===== src/rtl/wb_uart_lite_pkg.sv =====
// Shared register offsets, STATUS bit positions and FSM encodings for wb_uart_lite.
package wb_uart_lite_pkg;

    // Register select values, taken from wb_adr_i[3:2]
    localparam logic [1:0] RegData     = 2'd0;
    localparam logic [1:0] RegStatus   = 2'd1;
    localparam logic [1:0] RegDivisor  = 2'd2;
    localparam logic [1:0] RegUnmapped = 2'd3;

    localparam int unsigned StTxBusy     = 0;
    localparam int unsigned StRxValid    = 1;
    localparam int unsigned StRxOverrun  = 2;
    localparam int unsigned StRxFrameErr = 3;

    typedef enum logic [1:0] {TxIdle, TxStart, TxData, TxStop} tx_state_e;
    typedef enum logic [1:0] {RxIdle, RxStart, RxData, RxStop} rx_state_e;

endpackage


===== src/rtl/uart_rx_fifo.sv =====
// Synchronous FIFO for received bytes; a push into a full FIFO is accepted when a pop
// happens in the same cycle. Depth must be a power of two.
module uart_rx_fifo #(
    parameter int unsigned Depth = 4,
    parameter int unsigned Width = 8
) (
    input  logic             clk_i,
    input  logic             nrst_i,
    input  logic             push,
    input  logic [Width-1:0] wdata,
    input  logic             pop,
    output logic [Width-1:0] rdata,
    output logic             full,
    output logic             empty
);

    localparam int unsigned Aw = (Depth > 1) ? $clog2(Depth) : 1;

    logic [Width-1:0] mem_q [Depth];
    logic [Aw-1:0]    wptr_q, rptr_q;
    logic [Aw:0]      count_q;
    logic             do_push, do_pop;

    assign empty   = (count_q == '0);
    assign full    = (count_q == (Aw+1)'(Depth));
    assign do_pop  = pop && !empty;
    assign do_push = push && (!full || do_pop);
    assign rdata   = mem_q[rptr_q];

    always_ff @(posedge clk_i or negedge nrst_i) begin
        if (!nrst_i) begin
            wptr_q  <= '0;
            rptr_q  <= '0;
            count_q <= '0;
        end else begin
            if (do_push) wptr_q <= wptr_q + 1'b1;
            if (do_pop)  rptr_q <= rptr_q + 1'b1;
            if (do_push && !do_pop)      count_q <= count_q + 1'b1;
            else if (do_pop && !do_push) count_q <= count_q - 1'b1;
        end
    end

    always_ff @(posedge clk_i) begin
        if (do_push) mem_q[wptr_q] <= wdata;
    end

endmodule


===== src/rtl/wb_uart_lite.sv =====
// Wishbone-attached 8N1 UART with programmable divisor. Define WB_UART_LITE_RX_FIFO_EN to
// replace the single RX holding register with an RX_DEPTH-entry FIFO.
module wb_uart_lite
    import wb_uart_lite_pkg::*;
#(
    parameter int unsigned DEFAULT_DIV = 433,
    parameter int unsigned RX_DEPTH    = 4
) (
    input  logic        clk_i,
    input  logic        nrst_i,
    input  logic [3:0]  wb_adr_i,
    input  logic [31:0] wb_dat_i,
    input  logic [3:0]  wb_sel_i,
    input  logic        wb_we_i,
    input  logic        wb_cyc_i,
    input  logic        wb_stb_i,
    input  logic [2:0]  wb_cti_i,
    input  logic [1:0]  wb_bte_i,
    output logic [31:0] wb_dat_o,
    output logic        wb_ack_o,
    output logic        wb_err_o,
    input  logic        uart_rx,
    output logic        uart_tx,
    output logic        irq_o
);

    logic        ack_q, err_q;
    logic [31:0] dat_q, rd_value;
    logic [15:0] divisor_q;
    logic        overrun_q, frame_err_q;
    logic        wb_req, reg_access;
    logic [1:0]  reg_sel;
    logic        wr_data, rd_data, wr_status, wr_div;
    logic        rx_valid, rx_blocked, rx_pop;
    logic [7:0]  rx_head;

    logic unused_inputs;
    assign unused_inputs = ^{wb_cti_i, wb_bte_i, wb_adr_i[1:0], wb_dat_i[31:16], wb_sel_i[3:2]};

    // A request is only sampled while no response is pending, so ack/err are single pulses.
    assign wb_req     = wb_cyc_i && wb_stb_i && !ack_q && !err_q;
    assign reg_sel    = wb_adr_i[3:2];
    assign reg_access = wb_req && (reg_sel != RegUnmapped);
    assign wr_data    = reg_access && wb_we_i && (reg_sel == RegData) && wb_sel_i[0];
    assign rd_data    = reg_access && !wb_we_i && (reg_sel == RegData);
    assign wr_status  = reg_access && wb_we_i && (reg_sel == RegStatus) && wb_sel_i[0];
    assign wr_div     = reg_access && wb_we_i && (reg_sel == RegDivisor);
    assign rx_pop     = rd_data && rx_valid;

    assign wb_ack_o = ack_q;
    assign wb_err_o = err_q;
    assign wb_dat_o = dat_q;
    assign irq_o    = rx_valid;

    // ---------------- TX ----------------
    tx_state_e  tx_state_q, tx_state_d;
    logic [15:0] tx_cnt_q, tx_cnt_d, tx_div_q, tx_div_d;
    logic [2:0]  tx_bit_q, tx_bit_d;
    logic [7:0]  tx_shift_q, tx_shift_d;
    logic        tx_line_q, tx_line_d;
    logic        tx_busy, tx_done;

    assign tx_busy = (tx_state_q != TxIdle);
    assign tx_done = (tx_cnt_q == tx_div_q);
    assign uart_tx = tx_line_q;

    always_comb begin
        tx_state_d = tx_state_q;
        tx_cnt_d   = tx_done ? 16'd0 : tx_cnt_q + 16'd1;
        tx_div_d   = tx_div_q;
        tx_bit_d   = tx_bit_q;
        tx_shift_d = tx_shift_q;
        unique case (tx_state_q)
            TxIdle: begin
                tx_cnt_d = '0;
                if (wr_data) begin
                    tx_state_d = TxStart;
                    tx_shift_d = wb_dat_i[7:0];
                    tx_div_d   = divisor_q;
                    tx_bit_d   = '0;
                end
            end
            TxStart: if (tx_done) tx_state_d = TxData;
            TxData: begin
                if (tx_done) begin
                    tx_shift_d = {1'b0, tx_shift_q[7:1]};
                    if (tx_bit_q == 3'd7) tx_state_d = TxStop;
                    else                  tx_bit_d   = tx_bit_q + 3'd1;
                end
            end
            TxStop: if (tx_done) tx_state_d = TxIdle;
            default: tx_state_d = TxIdle;
        endcase

        unique case (tx_state_d)
            TxStart: tx_line_d = 1'b0;
            TxData:  tx_line_d = tx_shift_d[0];
            default: tx_line_d = 1'b1;
        endcase
    end

    always_ff @(posedge clk_i or negedge nrst_i) begin
        if (!nrst_i) begin
            tx_state_q <= TxIdle;
            tx_cnt_q   <= '0;
            tx_div_q   <= '0;
            tx_bit_q   <= '0;
            tx_shift_q <= '0;
            tx_line_q  <= 1'b1;
        end else begin
            tx_state_q <= tx_state_d;
            tx_cnt_q   <= tx_cnt_d;
            tx_div_q   <= tx_div_d;
            tx_bit_q   <= tx_bit_d;
            tx_shift_q <= tx_shift_d;
            tx_line_q  <= tx_line_d;
        end
    end

    // ---------------- RX ----------------
    rx_state_e   rx_state_q, rx_state_d;
    logic [15:0] rx_cnt_q, rx_cnt_d, rx_div_q, rx_div_d;
    logic [2:0]  rx_bit_q, rx_bit_d;
    logic [7:0]  rx_shift_q, rx_shift_d;
    logic        rx_meta_q, rx_sync_q, rx_prev_q;
    logic        rx_fall, rx_done, rx_push, rx_stop_bad;

    assign rx_fall     = rx_prev_q && !rx_sync_q;
    assign rx_done     = (rx_cnt_q == rx_div_q);
    assign rx_push     = (rx_state_q == RxStop) && rx_done && rx_sync_q;
    assign rx_stop_bad = (rx_state_q == RxStop) && rx_done && !rx_sync_q;

    always_comb begin
        rx_state_d = rx_state_q;
        rx_cnt_d   = rx_cnt_q + 16'd1;
        rx_div_d   = rx_div_q;
        rx_bit_d   = rx_bit_q;
        rx_shift_d = rx_shift_q;
        unique case (rx_state_q)
            RxIdle: begin
                rx_cnt_d = '0;
                if (rx_fall) begin
                    rx_state_d = RxStart;
                    rx_div_d   = divisor_q;
                end
            end
            RxStart: begin
                // Half a bit in: a line already back high was only a glitch.
                if (rx_cnt_q == (rx_div_q >> 1)) begin
                    rx_cnt_d   = '0;
                    rx_bit_d   = '0;
                    rx_state_d = rx_sync_q ? RxIdle : RxData;
                end
            end
            RxData: begin
                if (rx_done) begin
                    rx_cnt_d   = '0;
                    rx_shift_d = {rx_sync_q, rx_shift_q[7:1]};
                    if (rx_bit_q == 3'd7) rx_state_d = RxStop;
                    else                  rx_bit_d   = rx_bit_q + 3'd1;
                end
            end
            RxStop: begin
                if (rx_done) begin
                    rx_cnt_d   = '0;
                    rx_state_d = RxIdle;
                end
            end
            default: rx_state_d = RxIdle;
        endcase
    end

    always_ff @(posedge clk_i or negedge nrst_i) begin
        if (!nrst_i) begin
            rx_meta_q  <= 1'b1;
            rx_sync_q  <= 1'b1;
            rx_prev_q  <= 1'b1;
            rx_state_q <= RxIdle;
            rx_cnt_q   <= '0;
            rx_div_q   <= '0;
            rx_bit_q   <= '0;
            rx_shift_q <= '0;
        end else begin
            rx_meta_q  <= uart_rx;
            rx_sync_q  <= rx_meta_q;
            rx_prev_q  <= rx_sync_q;
            rx_state_q <= rx_state_d;
            rx_cnt_q   <= rx_cnt_d;
            rx_div_q   <= rx_div_d;
            rx_bit_q   <= rx_bit_d;
            rx_shift_q <= rx_shift_d;
        end
    end

    // ---------------- RX storage ----------------
`ifdef WB_UART_LITE_RX_FIFO_EN
    logic fifo_full, fifo_empty;

    uart_rx_fifo #(
        .Depth (RX_DEPTH),
        .Width (8)
    ) u_rx_fifo (
        .clk_i  (clk_i),
        .nrst_i (nrst_i),
        .push   (rx_push),
        .wdata  (rx_shift_q),
        .pop    (rx_pop),
        .rdata  (rx_head),
        .full   (fifo_full),
        .empty  (fifo_empty)
    );

    assign rx_valid   = !fifo_empty;
    assign rx_blocked = fifo_full && !rx_pop;
`else
    localparam int unsigned UnusedRxDepth = RX_DEPTH;
    logic       hold_valid_q;
    logic [7:0] hold_data_q;

    always_ff @(posedge clk_i or negedge nrst_i) begin
        if (!nrst_i) begin
            hold_valid_q <= 1'b0;
            hold_data_q  <= '0;
        end else if (rx_push && !rx_blocked) begin
            hold_valid_q <= 1'b1;
            hold_data_q  <= rx_shift_q;
        end else if (rx_pop) begin
            hold_valid_q <= 1'b0;
        end
    end

    assign rx_valid   = hold_valid_q;
    assign rx_head    = hold_data_q;
    assign rx_blocked = hold_valid_q && !rx_pop;
`endif

    // ---------------- Register file ----------------
    always_comb begin
        rd_value = '0;
        case (reg_sel)
            RegData:    if (rx_valid) rd_value[7:0] = rx_head;
            RegStatus: begin
                rd_value[StTxBusy]     = tx_busy;
                rd_value[StRxValid]    = rx_valid;
                rd_value[StRxOverrun]  = overrun_q;
                rd_value[StRxFrameErr] = frame_err_q;
            end
            RegDivisor: rd_value[15:0] = divisor_q;
            default:    rd_value = '0;
        endcase
    end

    always_ff @(posedge clk_i or negedge nrst_i) begin
        if (!nrst_i) begin
            ack_q       <= 1'b0;
            err_q       <= 1'b0;
            dat_q       <= '0;
            divisor_q   <= 16'(DEFAULT_DIV);
            overrun_q   <= 1'b0;
            frame_err_q <= 1'b0;
        end else begin
            ack_q <= reg_access;
            err_q <= wb_req && (reg_sel == RegUnmapped);
            dat_q <= (reg_access && !wb_we_i) ? rd_value : 32'd0;
            if (wr_div && wb_sel_i[0]) divisor_q[7:0]  <= wb_dat_i[7:0];
            if (wr_div && wb_sel_i[1]) divisor_q[15:8] <= wb_dat_i[15:8];
            // New events win over a simultaneous write-1-to-clear.
            if (rx_push && rx_blocked)                    overrun_q <= 1'b1;
            else if (wr_status && wb_dat_i[StRxOverrun])  overrun_q <= 1'b0;
            if (rx_stop_bad)                              frame_err_q <= 1'b1;
            else if (wr_status && wb_dat_i[StRxFrameErr]) frame_err_q <= 1'b0;
        end
    end

endmodule


===== config.mk =====
export PLATFORM = sky130hd
export DESIGN_NAME = wb_uart_lite
export DESIGN_NICKNAME = d
export VERILOG_FILES = /design/src/rtl/wb_uart_lite_pkg.sv /design/src/rtl/uart_rx_fifo.sv /design/src/rtl/wb_uart_lite.sv
export SDC_FILE = /design/constraint.sdc
export NUM_CORES = 1
export LEC_CHECK = 0
export BUFFER_PORTS_ARGS = -buffer_cell sky130_fd_sc_hd__buf_2
export CAP_MARGIN = 20
export CORE_ASPECT_RATIO = 1.25
export CORE_UTILIZATION = 58
export CTS_CLUSTER_SIZE = 12
export DETAILED_ROUTE_END_ITERATION = 12
export GPL_TIMING_DRIVEN = 0
export HOLD_SLACK_MARGIN = 0.05
export PLACE_DENSITY_LB_ADDON = 0.3
export REMOVE_ABC_BUFFERS = 1
export SETUP_SLACK_MARGIN = 0.02
export SLEW_MARGIN = 20
export SYNTH_ARGS = -nofsm -noshare
export SYNTH_HDL_FRONTEND = slang
export SYNTH_SLANG_ARGS = --single-unit

===== constraint.sdc =====
create_clock -name clk_i -period 2.6 [get_ports clk_i]
set_clock_uncertainty 0.1 [all_clocks]
set_input_delay 0.26 -clock clk_i [delete_from_list [all_inputs] [get_ports clk_i]]
set_output_delay 0.26 -clock clk_i [all_outputs]
set_load 0.005 [all_outputs]

**Word level (Yosys, flattened, before mapping)**

Index checks and enable logic that the tools add are counted.
Widths: inputs -> output; s select.

- Register bits: 139
- Output and inout port bits: 36
- Input bits: 51

- Add/subtract/negate cells: 4
- Multiplexer cells: 41
- Equal/unequal tests: 26
- Reductions and logical operators: 48

Operators by type and width:

| operator | number |
|---|---|
| $mux 16 | 5 |
| $pmux 16 s3 | 1 |
| $add 16x1->16 const B | 2 |
| $eq 16x16->1 | 2 |
| $mux 8 | 4 |
| $logic_and 1x1->1 | 25 |
| $mux 2 | 11 |
| $ne 2x2->1 const B | 10 |
| $mux 3 | 6 |
| $eq 16x15->1 | 1 |
| $pmux 2 s4 | 2 |
| $pmux 8 s2 | 1 |
| $eq 2x2->1 const B | 7 |
| $pmux 3 s2 | 2 |
| $pmux 4 s3 | 1 |
| $reduce_bool 2->1 | 6 |
| $eq 2x1->1 const B | 4 |
| $pmux 4 s2 | 1 |
| $reduce_and 4->1 | 2 |
| $add 3x1->3 const B | 2 |
| $eq 3x3->1 const B | 2 |
| $logic_not 1->1 | 6 |
| $logic_not 2->1 | 3 |
| $mux 1 | 6 |
| other kinds (5) | 7 |

**Logic depth before layout (Yosys ltp)**

Gate-level depths: netlist (run 1).

- Word-level depth: 12
- Mapped depth: 7

**Least setup slack after synthesis (run 1)**

OpenSTA, ideal clock, no wires.

- Path kind: reg2reg
- From: reg rx_cnt_q[13]
- To: reg rx_bit_q[0]
- Required time: 2.372 ns
- Buffers on the path: 2
- Clock period less this slack: 2.091 ns
- Stages on the path, launching flop included: 8
- Library setup time: 0.128 ns
- Setup slack: 0.509 ns
- Arrival: 1.863 ns
- Cells stage by stage: dfrtp_1 > clkbuf_1 > xnor2_1 > nand4_1 > nor4_4 > or4b_1 > clkbuf_1 > mux2i_1

- Word-level cells in the longest chain between the ends: 3
- Elaborated cells on any way between the ends: 5

RTL lines:

| item | RTL line | RTL |
|---|---|---|
| start: declaration | wb_uart_lite.sv:122 | `logic [15:0] rx_cnt_q, rx_cnt_d, rx_div_q, rx_div_d;` |
| start signal: assignment | wb_uart_lite.sv:188 | `rx_cnt_q <= rx_cnt_d;` |
| $eq 16x15->1 / $eq 16x16->1 (equally long branches) | wb_uart_lite.sv:149, wb_uart_lite.sv:129 |  |
| $ne 2x2->1 (no line) | -- |  |
| $reduce_and 4->1 (no line) (*) | -- |  |
| end signal: assignment | wb_uart_lite.sv:190 | `rx_bit_q <= rx_bit_d;` |
| end: declaration | wb_uart_lite.sv:123 | `logic [2:0] rx_bit_q, rx_bit_d;` |

Every way passes the cells marked *; elsewhere a longest branch is shown, timed or not.
A chain may end at the register's enable or synchronous reset.

**Final worst setup path (run 1)**

- From: reg err_q, in the netlist wb_err_o
- To: reg hold_data_q[6]

- Word-level cells in the longest chain between the ends: 10

RTL lines:

| item | RTL line | RTL |
|---|---|---|
| start: declaration | wb_uart_lite.sv:27 | `logic ack_q, err_q;` |
| start signal: assignment | wb_uart_lite.sv:263 | `err_q <= wb_req && (reg_sel == RegUnmapped);` |
| $logic_not 1->1 | wb_uart_lite.sv:41 | `assign wb_req = wb_cyc_i && wb_stb_i && !ack_q && !err_q;` |
| $logic_and 1x1->1 | wb_uart_lite.sv:41 |  |
| $logic_and 1x1->1 | wb_uart_lite.sv:43 | `assign reg_access = wb_req && (reg_sel != RegUnmapped);` |
| $logic_and 1x1->1 (2 in a row) | wb_uart_lite.sv:45 | `assign rd_data = reg_access && !wb_we_i && (reg_sel == RegData);` |
| $logic_and 1x1->1 | wb_uart_lite.sv:48 | `assign rx_pop = rd_data && rx_valid;` |
| $logic_not 1->1 | wb_uart_lite.sv:234 | `assign rx_blocked = hold_valid_q && !rx_pop;` |
| $logic_and 1x1->1 | wb_uart_lite.sv:234 |  |
| $logic_not 1->1 | wb_uart_lite.sv:224 | `end else if (rx_push && !rx_blocked) begin` |
| $logic_and 1x1->1 | wb_uart_lite.sv:224 |  |
| end signal: assignment | wb_uart_lite.sv:226 | `hold_data_q <= rx_shift_q;` |
| end: declaration | wb_uart_lite.sv:218 | `logic [7:0] hold_data_q;` |

Every way passes these cells.

==> flow_summary.toml, run 1 <==
[run_status]
status = "completed"

[logic_synthesis]
synthFlopType = "dfrtp_1"
synth_edf_count = 0
synth_cell_type_count = 50
netlist_area_mm2 = 0.00649
ys_warn_count = 0
synthAdderAreaFrac = 0.0116
yosys-top-cells-area = "dfrtp_1, mux2_2, xor2_1"
muxShareOfSynthArea = 0.0945
synth_common_cells = "dfrtp_1, nand2_1, nor2_1"
yosysMostFrequentCell = "dfrtp_1"
synth_top_family_by_area = "simple AND/OR/NAND/NOR gates"
ys_ff_latch = 139
synth-xor-area-share = 0.103
synth_cells = 591
synth_top_area_frac = 0.501
synth_top_area_cell = "dfrtp_1"
yosys.area_share.simple = 0.159
synth_compound_area_frac = 0.0521
async_flop_share = 1.00
syn_avg_cell_area_um2 = 11.0
yosysSeqAreaShare = 0.538

[pwr]
ir_worst_vdd_mv = 0.636
total_power_w = 0.00712
power_density_mw_per_mm2 = 941
power.leakage_nw = 3.78

[critical_path]
worstPathCellList = "nand4bb_1, o41ai_1, nor2b_1, nand3_1, mux2_2"
crit_family = "simple AND/OR/NAND/NOR gates"
cp.depth = 5
max_stage_delay_ns = 0.62
worstPathBufferInverterCount = 0
cp_slowest_cell = "o41ai_1"
r2r-end = "hold_data_q[6]$_DFFE_PN0P_"
r2r-start = "wb_err_o$_DFF_PN0_"
start_kind = "register"
crit_type = "register to register"
required_ns = 2.80
setup.worst_path.end = "hold_data_q[6]$_DFFE_PN0P_"
reg2reg_slack_ns = 0.15
cp_data_arrival_time_ns = 2.66
critPathCaptureType = "register"
r2r_cells = 5
cp_max_fo = 8
worstSetupStartpoint = "wb_err_o$_DFF_PN0_"

[sta]
period_share = 0.943
finalHoldViolCount = 0
fin_crit_ns = 2.45
rsz0062_at_grt = "true"
max_slew_margin = 0.434
report.final.setup_viol = 0
slew_violations = 0
max_clock_freq_ghz = 0.408
setup_slack_ns = 0.147
worst_pin_slew_ns = 0.843

[floorplanning]
die-width_um = 96.6
core-area_mm2 = 0.0107
pin_count = 87
die_area_mm2 = 0.0116
start_util = 0.605
core.rowCount = 42
die_y_um = 120

[clock_tree]
clkSlewWorstSetupHoldPaths_ns = 0.06
numCtsBuffers = 17
clockBufferDepth = 2
clock_latency_ns = 0.42
root_buffer = "clkbuf_16"
htreeDepth = 4
cts_tree = "yes"
cts_sinks = 139

[detailed_routing]
firstDrtPassIters = 4
drt-total-wl_mm = 13.7
ant_nets = 0
avgRoutedWirePerCell_um = 17.2
routed-via-count = 4527
drcViolationCount = 0
via_per_inst = 5.68
drt_iter0_drc = 269

[final_layout]
insertedDiodeCount = 0
drive_gt1_frac = 0.220
nets = 709
syn2layout_area_growth_pct = 16.5
nFillCells = 712

[global_routing]
grt_usage = 0.262
first_global_vias = 4688
use_met3 = 0.0629
grt_util_met2 = 0.434
grt.busiest_layer = "met2"
use_met1 = 0.316
grt_start_max_net_pins = 92
grt_pass1_wl_mm = 22.7
antenna_found_initial = 0
grt_overflow = 0

[place]
place.gp.congestion = 0.842
dp_slack_ns = -0.0596
hpwl_mm = 9.02
numPortBuffers = 45

[hold_path]
hold_class = "primary input to register"

[run]
cap_violations = 0
## worst min-delay path, cell delays in order
cell	delay (ns)
buf_2	0.12
nand4_1	0.08
nand2_1	0.06
o31ai_1	0.06
## registers in the layout, indices dropped and copies added, names as in the netlist, named ones only
name	count
rx_state_q	1
divisor_q	16
uart_tx	1
wb_ack_o	1
hold_data_q	8
wb_err_o	1
rx_bit_q	3
rx_meta_q	1
tx_shift_q	8
tx_bit_q	3
rx_shift_q	8
rx_sync_q	1
rx_prev_q	1
rx_cnt_q	16
tx_state_q	2
irq_o	1
frame_err_q	1
tx_div_q	16
wb_dat_o	16
rx_div_q	16
overrun_q	1
tx_cnt_q	16
## how the worst min path moves through the flow
stage                        startpoint                         end  slack [ns]  cells past startpoint
finish                      wb_sel_i[0]       overrun_q$_DFFE_PN0P_         0.1                      4
global route                wb_sel_i[0]       overrun_q$_DFFE_PN0P_        0.09                      4
CTS                         wb_sel_i[0]       overrun_q$_DFFE_PN0P_        0.08                      4
detailed placement               nrst_i   tx_shift_q[2]$_DFFE_PN0P_        0.09                      1
global placement    rx_meta_q$_DFF_PN1_         rx_sync_q$_DFF_PN1_        0.25                      0
floorplan                        nrst_i  asynchronous set/reset pin       -0.14                      0
## power breakdown
group | total (W) | internal, W | switching (W)
sequential | 0.00305 | 0.00259 | 0.000457
clock | 0.00236 | 0.00142 | 0.000942
combinational | 0.00171 | 0.000808 | 0.000902
total | 0.00712 | 0.00482 | 0.00230
## cell usage in the layout, fill, tap and decap left out, types with 2 or more instances in the layout
cell type | Yosys | final
a221o_1 | 6 | 6
xnor2_1 | 32 | 32
mux2_2 | 50 | 50
and3_1 | 18 | 18
dfrtp_1 | 130 | 130
dlygate4sd3_1 | 0 | 18
a21oi_1 | 11 | 11
nand3_1 | 15 | 14
nand2_1 | 71 | 71
a22oi_1 | 6 | 6
nor2b_1 | 6 | 6
nor3_1 | 11 | 9
a211o_1 | 2 | 2
xor2_1 | 44 | 44
mux2i_1 | 5 | 5
and4_1 | 2 | 2
inv_1 | 11 | 11
nand2b_1 | 2 | 2
clkbuf_1 | 18 | 2
buf_4 | 16 | 2
dfstp_2 | 9 | 9
ha_1 | 6 | 6
nand4_1 | 13 | 13
clkinvlp_4 | 0 | 3
nor4_1 | 8 | 8
and2_1 | 3 | 3
clkbuf_16 | 0 | 17
clkinv_4 | 0 | 3
conb_1 | 1 | 16
nor2_1 | 57 | 57
clkinv_2 | 0 | 3
o21ai_0 | 9 | 9
buf_2 | 5 | 44
nor3_2 | 0 | 2
o2111a_1 | 2 | 2
bufinv_16 | 0 | 2
o31ai_1 | 2 | 2
## cell type report
| type | count | area (µm²) | share of cell area |
|---|---|---|---|
| timing repair buffer | 68 | 477 | 0.0630 |
| clock buffer | 19 | 433 | 0.0573 |
| clock inverter | 13 | 144 | 0.0190 |
| tap | 132 | 165 | 0.0218 |
| multi-input combinational | 415 | 2810 | 0.372 |
| inverter | 11 | 41.3 | 0.00546 |
| sequential | 139 | 3490 | 0.462 |
## what timing repair did
item / in CTS / in global routing
hold buffers: 18 / 0
setup endpoints to repair: 1 / 4
resized for setup: 1 / 1
pin swaps: 0 / 1
gates cloned: 0 / 0
buffers inserted: 0 / 1
hold endpoints to repair: 66 / 0
## kinds of logic after synthesis
| group | after synthesis |
|---|---|
| AO/OA/AOI/OAI | 47 |
| XOR/XNOR | 76 |
| adder cells (fa/ha/maj) | 6 |
| buffers and inverters | 52 |
| flip-flops | 139 |
| multiplexers | 55 |
| other | 1 |
| AND/OR/NAND/NOR | 215 |
## per-stage QoR
step	TNS [ns]	std cells	area [µm²]	hold slack, ns	utilization
finish	0	797	7560	0.0961	0.705
floorplan	-1.59	565	6320	-0.136	-
CTS	0	795	7540	0.0781	0.703
detailed placement	-0.0596	745	6770	0.0864	0.632
global placement	-97.13	742	6710	0.249	0.626
global route	0	797	7560	0.0931	0.705
## per-layer routing
layer	vias up	part of all wire
li1	2111	-
met4	0	0.035
met2	102	0.53
met1	2267	0.41
met3	47	0.028
met5	-	0
(Power assumes the default switching activity.)
==> inputs of run 2 (changes only) <==
CORE_UTILIZATION = 60   (was 58)
PLACE_DENSITY_LB_ADDON = 0.1   (was 0.3)
clock period = 2.9 ns   (was 2.6 ns; I/O delays follow)
==> flow_summary.toml, run 2 (synthesized netlist as in run 1, its figures left out) <==
[run_status]
status = "completed"

[sta]
slew_violations = 0
fin_crit_ns = 2.61
max_clock_freq_ghz = 0.383
finalHoldViolCount = 0
worst_pin_slew_ns = 1.11
report.final.setup_viol = 0
setup_slack_ns = 0.286
rsz0062_at_grt = "false"
period_share = 0.901
max_slew_margin = 0.257
hold_ws_ns = 0.0712

[floorplanning]
pin_count = 87
start_util = 0.614
die_area_mm2 = 0.0112
die-width_um = 95.0
die_y_um = 118
core.rowCount = 42
core-area_mm2 = 0.0106

[critical_path]
cp_slowest_cell = "a2bb2oi_2"
start_kind = "register"
crit_type = "register to register"
cp_data_arrival_time_ns = 2.81
max_stage_delay_ns = 0.67
critPathCaptureType = "register"
cp_max_fo = 17
required_ns = 3.10
crit_family = "compound AO/OA/AOI/OAI gates"
worstPathBufferInverterCount = 0
worstPathCellList = "xor2_1, nor4_1, nand4_1, a2bb2oi_2, mux2_2"

[place]
place.gp.congestion = 0.888
dp_slack_ns = 0.177
numPortBuffers = 45
hpwl_mm = 8.94

[final_layout]
layout_commonest_cell = "dfrtp_1"
insertedDiodeCount = 0
multi_input_area_mm2 = 0.00280
drive_gt1_frac = 0.220
nFillCells = 740
regArea_mm2 = 0.00349
syn2layout_area_growth_pct = 15.9
final_cell_mix = "dfrtp_1, nand2_1, nor2_1"
fin_util = 0.712
nets = 704

[global_routing]
first_global_vias = 4700
antenna_found_initial = 0
grt_overflow = 0
grt_start_max_net_pins = 101
grt_pass1_wl_mm = 22.3
grt_usage = 0.263

[pwr]
power.leakage_nw = 3.77
power_density_mw_per_mm2 = 848
ir_worst_vdd_mv = 0.463

[clock_tree]
htreeDepth = 4
cts_setup_buffers = 0
cts_tree = "yes"
root_buffer = "clkbuf_16"
clock_latency_ns = 0.41
clockBufferDepth = 2
cts_sinks = 139
clkSlewWorstSetupHoldPaths_ns = 0.06
numCtsBuffers = 17

[detailed_routing]
firstDrtPassIters = 4
drt_iter0_drc = 135
via_per_inst = 5.55
ant_nets = 0
drt-total-wl_mm = 12.9
routed-via-count = 4394
drcViolationCount = 0
avgRoutedWirePerCell_um = 16.3

[hold_path]
hold_class = "primary input to register"

[run]
cap_violations = 0
==> run 2: layout make-up <==
class	count	share of cell area
inverter	11	0.00549
multi-input combinational	415	0.372
tap	132	0.0220
sequential	139	0.464
timing repair buffer	63	0.0569
clock inverter	15	0.0230
clock buffer	17	0.0566
==> run 2: report_power, final <==
part           total, W  internal, W  switching, W
registers       0.00272      0.00232      0.000401
clock network   0.00218      0.00135      0.000826
logic           0.00148     0.000682      0.000793
==> run 2: stage by stage <==
| step | cells | cell area, µm² | total power (W) | TNS [ns] |
|---|---|---|---|---|
| floorplan | 565 | 6320 | 0.00373 | 0 |
| global placement | 742 | 6710 | 0.00409 | -55.65 |
| detailed placement | 745 | 6770 | 0.00421 | 0 |
| CTS | 792 | 7520 | 0.00642 | 0 |
| global route | 792 | 7520 | 0.00674 | 0 |
| finish | 792 | 7520 | 0.00637 | 0 |
==> run 2: worst register-to-register path, cell delays in order, from the launching register on <==
cell and delay (ns):
dfrtp_1 0.46, xor2_1 0.20, nor4_1 0.35, nand4_1 0.32, a2bb2oi_2 0.67, mux2_2 0.41
==> run 2: routing by layer <==
metal  up-vias  GRT usage  part of all wire
met2        71      0.433              0.52
met3        27     0.0637             0.025
met5         -          0                 0
met1      2201      0.324              0.43
met4         0      0.120             0.024
li1       2095          -                 -
==> run 2: final timing paths <==
kind | start | endpoint | slack (ns) | cells after the start
setup / recovery | rx_cnt_q[7]$_DFF_PN0_ | rx_state_q[0]$_DFFE_PN0P_ | 0.29 | 5
hold / removal | wb_dat_i[2] | divisor_q[2]$_DFFE_PN0P_ | 0.07 | 2
setup reg to reg | rx_cnt_q[7]$_DFF_PN0_ | rx_state_q[0]$_DFFE_PN0P_ | 0.29 | 5
hold reg to reg | rx_meta_q$_DFF_PN1_ | rx_sync_q$_DFF_PN1_ | 0.26 | 0
max in group asynchronous | nrst_i | divisor_q[8]$_DFFE_PN1P_ | 1.69 | 3
min in group asynchronous | nrst_i | tx_shift_q[4]$_DFFE_PN0P_ | 0.23 | 2
==> run 2: what timing repair did <==
action	4_1_cts	5_1_grt
hold buffers	15	0
setup endpoints to repair	0	0
hold endpoints to repair	54	0
gates resized for setup	0	0
==> inputs of run 3 (changes only) <==
CAP_MARGIN = 30   (was 20)
CELL_PAD_IN_SITES_DETAIL_PLACEMENT = 1   (was unset)
CELL_PAD_IN_SITES_GLOBAL_PLACEMENT = 1   (was unset)
CORE_UTILIZATION = 49   (was 60)
==> flow_summary.toml, run 3 (synthesized netlist as in run 1, its figures left out) <==
[sta]
finalHoldViolCount = 0
slew_violations = 0
hold_ws_ns = 0.0802
fin_crit_ns = 2.66
rsz0062_at_grt = "false"
worst_pin_slew_ns = 0.781
period_share = 0.918
max_slew_margin = 0.478
max_clock_freq_ghz = 0.376
report.final.setup_viol = 0
setup_tns_ns = 0

[detailed_routing]
drcViolationCount = 0
routed-via-count = 4490
avgRoutedWirePerCell_um = 18.3
firstDrtPassIters = 4
drt-total-wl_mm = 15.2
via_per_inst = 5.40
ant_nets = 0
drt_iter0_drc = 175

[critical_path]
required_ns = 3.10
critPathCaptureType = "register"
cp_data_arrival_time_ns = 2.86
cp_max_fo = 17
worstSetupStartpoint = "rx_cnt_q[4]$_DFF_PN0_"
crit_type = "register to register"
start_kind = "register"
r2r-start = "rx_cnt_q[4]$_DFF_PN0_"

[hold_path]
hold_start = "wb_dat_i[3]"
hold_class = "primary input to register"

[clock_tree]
htreeDepth = 4
cts_sinks = 139
root_buffer = "clkbuf_16"
clock_latency_ns = 0.42
clkSlewWorstSetupHoldPaths_ns = 0.06
cts_tree = "yes"
numCtsBuffers = 17
clockBufferDepth = 2
cts_setup_buffers = 0

[floorplanning]
core.rowCount = 46
die_area_mm2 = 0.0137
core-area_mm2 = 0.0128
die_y_um = 131
pin_count = 87
die-width_um = 105
start_util = 0.508

[global_routing]
grt_usage = 0.240
grt_start_max_net_pins = 73
first_global_vias = 4886
grt_pass1_wl_mm = 25.0
grt_overflow = 0
antenna_found_initial = 0

[final_layout]
layout_commonest_cell = "dfrtp_1"
insertedDiodeCount = 0
multi_input_area_mm2 = 0.00280
nFillCells = 1371
final_cell_mix = "dfrtp_1, nand2_1, nor2_1"
drive_gt1_frac = 0.221
regArea_mm2 = 0.00349
nets = 708
syn2layout_area_growth_pct = 17.2

[pwr]
ir_worst_vdd_mv = 0.515
power.leakage_nw = 3.79
power_density_mw_per_mm2 = 850

[place]
place.gp.congestion = 0.764
numPortBuffers = 45
hpwl_mm = 10.5

[run]
cap_violations = 0

[run_status]
status = "completed"
run 3: changes by cell type in the layout (fill, tap and decap cells not counted):
cell / before / now
clkinvlp_4: 3 / 2
clkinv_2: 5 / 0
inv_8: 0 / 1
clkinv_4: 2 / 3
bufinv_16: 3 / 2
clkbuf_8: 0 / 2
inv_6: 2 / 5
dlygate4sd3_1: 15 / 17
buf_4: 2 / 3
buf_2: 44 / 45
run 3: final cells by class:
class	instances	share of cell area
flip-flops and latches	139	0.459
repair buffers	67	0.0605
multi-input cells	415	0.367
clock inverters	13	0.0206
clock buffers	19	0.0595
well taps	168	0.0276
inverters	11	0.00543
run 3: critical path, cell delays in order, from the launching register on:
cell,delay (ns)
dfrtp_1,0.47
xor2_1,0.20
nor4_1,0.31
nand4_1,0.36
a2bb2oi_2,0.69
mux2_2,0.40
run 3: metrics by stage:
step	total power [W]	util	worst slack, ns	cell area (µm²)	instances
final	0.00647	0.595	0.238	7610	832
after global routing	0.00682	0.595	0.0362	7610	832
after CTS	0.00652	0.595	0.200	7600	831
after detailed placement	0.00426	0.534	0.118	6820	782
after global placement	0.00412	0.528	-1.15	6750	778
after floorplan	0.00373	-	0.0835	6320	565
run 3: timing repair:
item | 4_1_cts | 5_1_grt
hold endpoints to repair | 77 | 0
hold buffers | 17 | 0
resized for setup | 0 | 0
run 3: metal layers:
metal / GRT usage / up-vias / share of wire
met5: 0 / - / 0
met2: 0.443 / 56 / 0.55
li1: - / 2113 / -
met1: 0.272 / 2299 / 0.41
met3: 0.0516 / 22 / 0.021
met4: 0.0994 / 0 / 0.022
run 3: where the power goes:
part | switching (W) | internal (W) | total (W) | leakage [nW]
logic | 0.000828 | 0.000701 | 0.00153 | 1.64
registers | 0.000422 | 0.00232 | 0.00274 | 1.85
clock network | 0.000859 | 0.00133 | 0.00219 | 0.293
run 3: final timing paths:
check / end / slack [ns] / depth (start not counted)
setup reg to reg: rx_state_q[0]$_DFFE_PN0P_ / 0.24 / 5
setup / recovery: rx_state_q[0]$_DFFE_PN0P_ / 0.24 / 5
hold reg to reg: rx_sync_q$_DFF_PN1_ / 0.26 / 0
max in group asynchronous: divisor_q[8]$_DFFE_PN1P_ / 1.64 / 3
min in group asynchronous: tx_shift_q[4]$_DFFE_PN0P_ / 0.32 / 2
hold / removal: divisor_q[3]$_DFFE_PN0P_ / 0.08 / 2
